`src/rtl/seg7_matrix_capture_if.sv`:
```
// Bus between a seven-segment beat source / frame consumer and seg7_matrix_capture.
//   seg_in, digit_sel, seg_valid, seg_ready : segment beat handshake
//   flush                                   : discard partially collected frame
//   out_valid, out_ready                    : rebuilt frame handshake
//   matrix_c, err_invalid, err_blank        : rebuilt frame and its error marks
//   frame_cnt                               : count of delivered frames
// master: the testbench / system side; slave: the capture block.
interface seg7_matrix_capture_if;
    logic [6:0]  seg_in;
    logic [1:0]  digit_sel;
    logic        seg_valid;
    logic        seg_ready;
    logic        flush;
    logic        out_valid;
    logic        out_ready;
    logic [15:0] matrix_c;
    logic        err_invalid;
    logic        err_blank;
    logic [7:0]  frame_cnt;

    modport master (
        output seg_in, digit_sel, seg_valid, flush, out_ready,
        input  seg_ready, out_valid, matrix_c, err_invalid, err_blank, frame_cnt
    );

    modport slave (
        input  seg_in, digit_sel, seg_valid, flush, out_ready,
        output seg_ready, out_valid, matrix_c, err_invalid, err_blank, frame_cnt
    );
endinterface

```
`src/rtl/seg7_matrix_capture.sv`:
```
// Rebuilds a 16-bit matrix from four seven-segment digit beats.
//   clk   : system clock, rising edge
//   rst_n : asynchronous active-low reset
//   ena   : global enable; 0 freezes all state
//   bus   : beat input handshake, flush, frame output handshake, error marks, frame counter
// Beats are decoded into nibbles and staged per digit; once all four digits have been seen
// the frame is published on matrix_c and held until the consumer takes it.
module seg7_matrix_capture (
    input  logic                        clk,
    input  logic                        rst_n,
    input  logic                        ena,
    seg7_matrix_capture_if.slave        bus
);

    typedef enum logic [0:0] {StCollect, StHold} state_e;

    state_e      state_q, state_d;
    logic [3:0]  mask_q, mask_d;
    logic [15:0] stage_q, stage_d;
    logic        st_inv_q, st_inv_d;
    logic        st_blank_q, st_blank_d;
    logic [15:0] matrix_q, matrix_d;
    logic        err_inv_q, err_inv_d;
    logic        err_blank_q, err_blank_d;
    logic [7:0]  cnt_q, cnt_d;

    logic [3:0]  nib;
    logic        beat_inv;
    logic        beat_blank;
    logic [3:0]  mask_new;
    logic [15:0] stage_new;
    logic        in_collect;
    logic        flush_take;
    logic        beat_take;
    logic        frame_done;
    logic        hs_take;

    // Segment pattern decode
    always_comb begin
        nib        = 4'h0;
        beat_inv   = 1'b0;
        beat_blank = 1'b0;
        case (bus.seg_in)
            7'h3F:   nib = 4'd0;
            7'h06:   nib = 4'd1;
            7'h5B:   nib = 4'd2;
            7'h4F:   nib = 4'd3;
            7'h66:   nib = 4'd4;
            7'h6D:   nib = 4'd5;
            7'h7D:   nib = 4'd6;
            7'h07:   nib = 4'd7;
            7'h7F:   nib = 4'd8;
            7'h00: begin
                nib        = 4'hF;
                beat_blank = 1'b1;
            end
            default: beat_inv = 1'b1;
        endcase
    end

    // Digit placement within the matrix
    always_comb begin
        stage_new = stage_q;
        case (bus.digit_sel)
            2'd0:    stage_new[11:8]  = nib;
            2'd1:    stage_new[15:12] = nib;
            2'd2:    stage_new[3:0]   = nib;
            default: stage_new[7:4]   = nib;
        endcase
    end

    assign in_collect = (state_q == StCollect);
    assign mask_new   = mask_q | (4'b0001 << bus.digit_sel);
    assign flush_take = ena && in_collect && bus.flush;
    // Flush has priority over a beat in the same cycle
    assign beat_take  = ena && in_collect && bus.seg_valid && !bus.flush;
    assign frame_done = beat_take && (mask_new == 4'hF);
    assign hs_take    = ena && (state_q == StHold) && bus.out_ready;

    // FSM state register
    always_ff @(posedge clk or negedge rst_n) begin
        if (!rst_n) begin
            state_q <= StCollect;
        end else begin
            state_q <= state_d;
        end
    end

    // FSM next state
    always_comb begin
        state_d = state_q;
        case (state_q)
            StCollect: if (frame_done) state_d = StHold;
            StHold:    if (hs_take)    state_d = StCollect;
            default:   state_d = StCollect;
        endcase
    end

    // FSM outputs: decoded from state only
    always_comb begin
        bus.seg_ready = 1'b0;
        bus.out_valid = 1'b0;
        case (state_q)
            StCollect: bus.seg_ready = 1'b1;
            StHold:    bus.out_valid = 1'b1;
            default:   bus.seg_ready = 1'b0;
        endcase
    end

    // Datapath next state
    always_comb begin
        mask_d      = mask_q;
        stage_d     = stage_q;
        st_inv_d    = st_inv_q;
        st_blank_d  = st_blank_q;
        matrix_d    = matrix_q;
        err_inv_d   = err_inv_q;
        err_blank_d = err_blank_q;
        cnt_d       = cnt_q;
        if (flush_take) begin
            mask_d     = 4'h0;
            stage_d    = 16'h0000;
            st_inv_d   = 1'b0;
            st_blank_d = 1'b0;
        end else if (beat_take) begin
            mask_d     = mask_new;
            stage_d    = stage_new;
            // Marks accumulate: an overwriting beat cannot clear an earlier mark
            st_inv_d   = st_inv_q | beat_inv;
            st_blank_d = st_blank_q | beat_blank;
            if (frame_done) begin
                matrix_d    = stage_new;
                err_inv_d   = st_inv_q | beat_inv;
                err_blank_d = st_blank_q | beat_blank;
            end
        end
        if (hs_take) begin
            mask_d     = 4'h0;
            st_inv_d   = 1'b0;
            st_blank_d = 1'b0;
            cnt_d      = cnt_q + 8'd1;
        end
    end

    always_ff @(posedge clk or negedge rst_n) begin
        if (!rst_n) begin
            mask_q      <= 4'h0;
            stage_q     <= 16'h0000;
            st_inv_q    <= 1'b0;
            st_blank_q  <= 1'b0;
            matrix_q    <= 16'h0000;
            err_inv_q   <= 1'b0;
            err_blank_q <= 1'b0;
            cnt_q       <= 8'h00;
        end else begin
            mask_q      <= mask_d;
            stage_q     <= stage_d;
            st_inv_q    <= st_inv_d;
            st_blank_q  <= st_blank_d;
            matrix_q    <= matrix_d;
            err_inv_q   <= err_inv_d;
            err_blank_q <= err_blank_d;
            cnt_q       <= cnt_d;
        end
    end

    assign bus.matrix_c    = matrix_q;
    assign bus.err_invalid = err_inv_q;
    assign bus.err_blank   = err_blank_q;
    assign bus.frame_cnt   = cnt_q;

endmodule

```
`src/flat_wrapper.sv`:
```
// flat-port wrapper written by rule: the top's interface ports become plain ports
module seg7_matrix_capture_flat 
  (clk, rst_n, ena, bus_seg_in, bus_digit_sel, bus_seg_valid, bus_flush, bus_out_ready, bus_seg_ready, bus_out_valid, bus_matrix_c, bus_err_invalid, bus_err_blank, bus_frame_cnt);
  seg7_matrix_capture_if bus_i ();
  input  logic clk;
  input  logic rst_n;
  input  logic ena;
  input wire logic [$bits(bus_i.seg_in)-1:0] bus_seg_in;
  input wire logic [$bits(bus_i.digit_sel)-1:0] bus_digit_sel;
  input wire logic [$bits(bus_i.seg_valid)-1:0] bus_seg_valid;
  input wire logic [$bits(bus_i.flush)-1:0] bus_flush;
  input wire logic [$bits(bus_i.out_ready)-1:0] bus_out_ready;
  output wire logic [$bits(bus_i.seg_ready)-1:0] bus_seg_ready;
  output wire logic [$bits(bus_i.out_valid)-1:0] bus_out_valid;
  output wire logic [$bits(bus_i.matrix_c)-1:0] bus_matrix_c;
  output wire logic [$bits(bus_i.err_invalid)-1:0] bus_err_invalid;
  output wire logic [$bits(bus_i.err_blank)-1:0] bus_err_blank;
  output wire logic [$bits(bus_i.frame_cnt)-1:0] bus_frame_cnt;
  assign bus_i.seg_in = bus_seg_in;
  assign bus_i.digit_sel = bus_digit_sel;
  assign bus_i.seg_valid = bus_seg_valid;
  assign bus_i.flush = bus_flush;
  assign bus_i.out_ready = bus_out_ready;
  assign bus_seg_ready = bus_i.seg_ready;
  assign bus_out_valid = bus_i.out_valid;
  assign bus_matrix_c = bus_i.matrix_c;
  assign bus_err_invalid = bus_i.err_invalid;
  assign bus_err_blank = bus_i.err_blank;
  assign bus_frame_cnt = bus_i.frame_cnt;
  seg7_matrix_capture u_core (.clk(clk), .rst_n(rst_n), .ena(ena), .bus(bus_i));
endmodule
```
`config.mk`:
```
export PLATFORM = sky130hd
export DESIGN_NAME = seg7_matrix_capture_flat
export DESIGN_NICKNAME = d
export VERILOG_FILES = /design/src/rtl/seg7_matrix_capture_if.sv /design/src/rtl/seg7_matrix_capture.sv /design/src/flat_wrapper.sv
export SDC_FILE = /design/constraint.sdc
export NUM_CORES = 1
export LEC_CHECK = 0
export CAP_MARGIN = 15
export CORE_MARGIN = 2
export CORE_UTILIZATION = 39
export DETAILED_ROUTE_END_ITERATION = 12
export HOLD_SLACK_MARGIN = 0.03
export PLACE_DENSITY = 0.61
export SYNTH_ARGS = -nofsm -noshare
export SYNTH_HDL_FRONTEND = slang
export SYNTH_SLANG_ARGS = --single-unit
```
`constraint.sdc`:
```
create_clock -name clk -period 1.8 [get_ports clk]
set_input_delay 0.27 -clock clk [delete_from_list [all_inputs] [get_ports clk]]
set_output_delay 0.27 -clock clk [all_outputs]
set_load 0.005 [all_outputs]
```
==> metrics <==
post-DP HPWL 4160 um; Layout Area Growth over Synthesis 36.6%; CP required 2.05 ns; Max IR drop VDD 0.317 mV; Reg2Reg Launch Point u_core.state_q$_DFF_PN0_; Skew-Pair Late Insertion Delay 0.31 ns; Overall Global Routing Usage 17.9%; vias 1,996; vias in the first global route 1,960; P_leak 1.51 nW; CTS tree yes; R2R Path End u_core.stage_q[1]$_DFFE_PN0P_; Startpoint Class input port; EDFF count, synth 0; Worst Path Arrival 1.99 ns; run status completed; Filler cells 561; Initial Util 40.5%; clock slew at reported path FFs 0.09 ns; Seq/Total Area, Yosys 51.2%; Final setup viols 0; fin crit share 96.3%; multiplexer share of the synthesized area 5.54%; hold_ws 0.435 ns; final setup TNS 0 ns; n_diodes 0; nets@finish 337; Placed Cells 388; Die Area 6790 sq um; Clock Tree Buf Depth 2; setup ws final 0.0657 ns; Fmax achieved 577 MHz; Hold Path Class in -> async; CTS Root Cell clkbuf_8; r2r worst-path depth 7; synthesized-area fraction occupied by and/or/nand/nor cells 20.4%; post-synthesis cell area 2400 sq um; drt wl/cell 13.9 um; first-pass GRT wire length 9160 um; antenna violations before repair 0; die height 82.4 um; CP Launch Point bus_seg_in[2]; worst setup path category in -> reg; Final Critical Period 1.73 ns; Post-Synthesis Cells 247; Post-Route WL 5520 um; core area 5920 sq um; GPL Wtd Cong 0.836; DRC Markers 0; top_reg_cell synth dfrtp_1; power density cells 759 nW/um^2; Post-Synth Adder-Cell Area 0.522%; FP Rows 28; worst slack at placement -0.323 ns; Max FO, Critical Path 6; vias per cell 5.03; final cell count without fillers 397; Final Max Slew Viols 0; IO Pins 43; FF+latch count, synth 49; Final Hold Viols 0; unrepaired setup endpoints after global routing false; Num CTS Buffers 5; Routed Antenna Nets 0; CTS HTree Levels 2; nature of the critical path endpoint flip-flop; chip width 82.4 um; # Max-Cap Violations 0; syn_nets 263; Synth Area in Compound Gates 14.4%; relative slew slack 69.1%; Slew @ Worst Pin 0.463 ns; CTS Sinks 49; share of layout cells above drive strength 1 17.1%; count of yosys warnings during synthesis 0; port bufs 42; remaining global-route overflow 0; flop2flop setup slack 0.29 ns; ys async rst share 100%; Avg Inst Size Synth 9.70 sq um; xor and xnor area share after synthesis 3.66%; post-CTS setup buffer count 0; Setup Skew 0.00741 ns; Distinct cells, synth 44; drt initial violations 119; combinational family with the most area after synthesis simple AND/OR/NAND/NOR gates; largest net degree at the start of global routing 31; DR pass1 iterations 4
==> metrics by stage <==
step                      power, mW  area [sq um]  util, %
after detailed placement       1.68          3130     52.8
after global placement         1.67          3130     52.8
after CTS                      2.52          3260     55.0
after global routing           2.61          3270     55.3
final                          2.48          3270     55.3
after floorplan                1.41          2400        -
==> critical path, stage by stage <==
cell and delay (ns):
clkdlybuf4s50_1 0.60, nand2b_4 0.08, or4_4 0.52, and3_4 0.22
a211oi_2 0.21, a21o_1 0.10
==> cells in the final DEF (no fill, tap or decap), types with 2 or more instances in the layout <==
master	synthesis	routed
nor3b_1	3	3
mux2_2	2	2
a32o_1	3	3
dfrtp_1	49	49
nand4_1	4	4
a21oi_1	9	9
buf_4	4	36
inv_1	4	4
and2_1	2	2
o21ai_0	28	28
o21ai_1	6	6
nor2b_1	5	5
clkbuf_8	0	6
a21o_1	2	2
buf_12	0	2
nor2_1	18	18
clkdlybuf4s50_1	0	37
mux2i_1	11	11
xor2_1	6	6
nand2_1	40	40
nand3_1	9	9
dlymetal6s2s_1	0	4
and3b_1	3	3
and3_1	3	3
xnor2_1	4	4
nor3_1	3	2
==> kinds of logic after synthesis <==
kind of cell / Yosys count
XOR/XNOR: 10
AND/OR/NAND/NOR: 98
AO/OA/AOI/OAI: 58
buffers and inverters: 18
adder cells (fa/ha/maj): 1
multiplexers: 13
flip-flops: 49
==> final cells by class <==
class                   count  area (sq um)  share of cell area (%)
multi-input cells         180          1070                    32.8
clock buffers               6          82.6                    2.52
clock inverters             2          37.5                    1.15
flip-flops and latches     49          1230                    37.5
inverters                   4          15.0                   0.459
repair buffers             81           746                    22.8
well taps                  75          93.8                    2.87
==> where the power goes <==
group | internal [mW] | total [mW] | switching (mW) | leakage (nW)
Combinational | 0.244 | 0.433 | 0.189 | 0.778
Sequential | 1.16 | 1.22 | 0.0591 | 0.675
Clock | 0.452 | 0.831 | 0.379 | 0.0574
==> repair_timing <==
item                                   4_1_cts  5_1_grt
gates resized for setup                      0        5
hold buffers                                 1        0
setup endpoints to repair                    0        3
endpoints found under the hold margin       19        0
==> metal layers <==
metal	up-vias	routed length, um	track usage, %
met5	-	0	0
met4	0	93	7.33
met3	7	175	3.59
met2	37	2660	29.4
met1	948	2580	22.9
li1	1004	-	-
==> cell usage after synthesis, types with 4 or more instances <==
library cell   n  area [sq um]
nand2_1       40           150
xor2_1         6          52.6
nor2_1        18          67.6
dfrtp_1       49          1230
buf_2          4          20.0
a21oi_1        9          45.0
mux2i_1       11           110
buf_4          4          30.0
nor2b_1        5          31.3
nand3_1        9          45.0
o21ai_0       28           140
clkbuf_1       4          15.0
nand4_1        4          25.0
o21ai_1        6          30.0
xnor2_1        4          35.0
inv_1          4          15.0
==> how the worst max path moves through the flow <==
stage	depth (start not counted)	to
after detailed placement	6	u_core.bus.err_invalid$_DFFE_PN0P_
after global placement	6	u_core.bus.err_invalid$_DFFE_PN0P_
after floorplan	8	u_core.bus.matrix_c[10]$_DFFE_PN0P_
after CTS	6	u_core.bus.err_invalid$_DFFE_PN0P_
after global routing	8	u_core.bus.matrix_c[5]$_DFFE_PN0P_
final	6	u_core.bus.matrix_c[9]$_DFFE_PN0P_
==> flip-flops by register name (all words and copies together) (netlist names) <==
register and cells:
u_core.bus.err_blank 1, u_core.stage_q 16, u_core.mask_q 4, u_core.state_q 1, u_core.st_inv_q 1, u_core.st_blank_q 1
u_core.bus.err_invalid 1, u_core.bus.matrix_c 16, u_core.bus.frame_cnt 8
No activity file was read; power rests on OpenSTA's default activity.
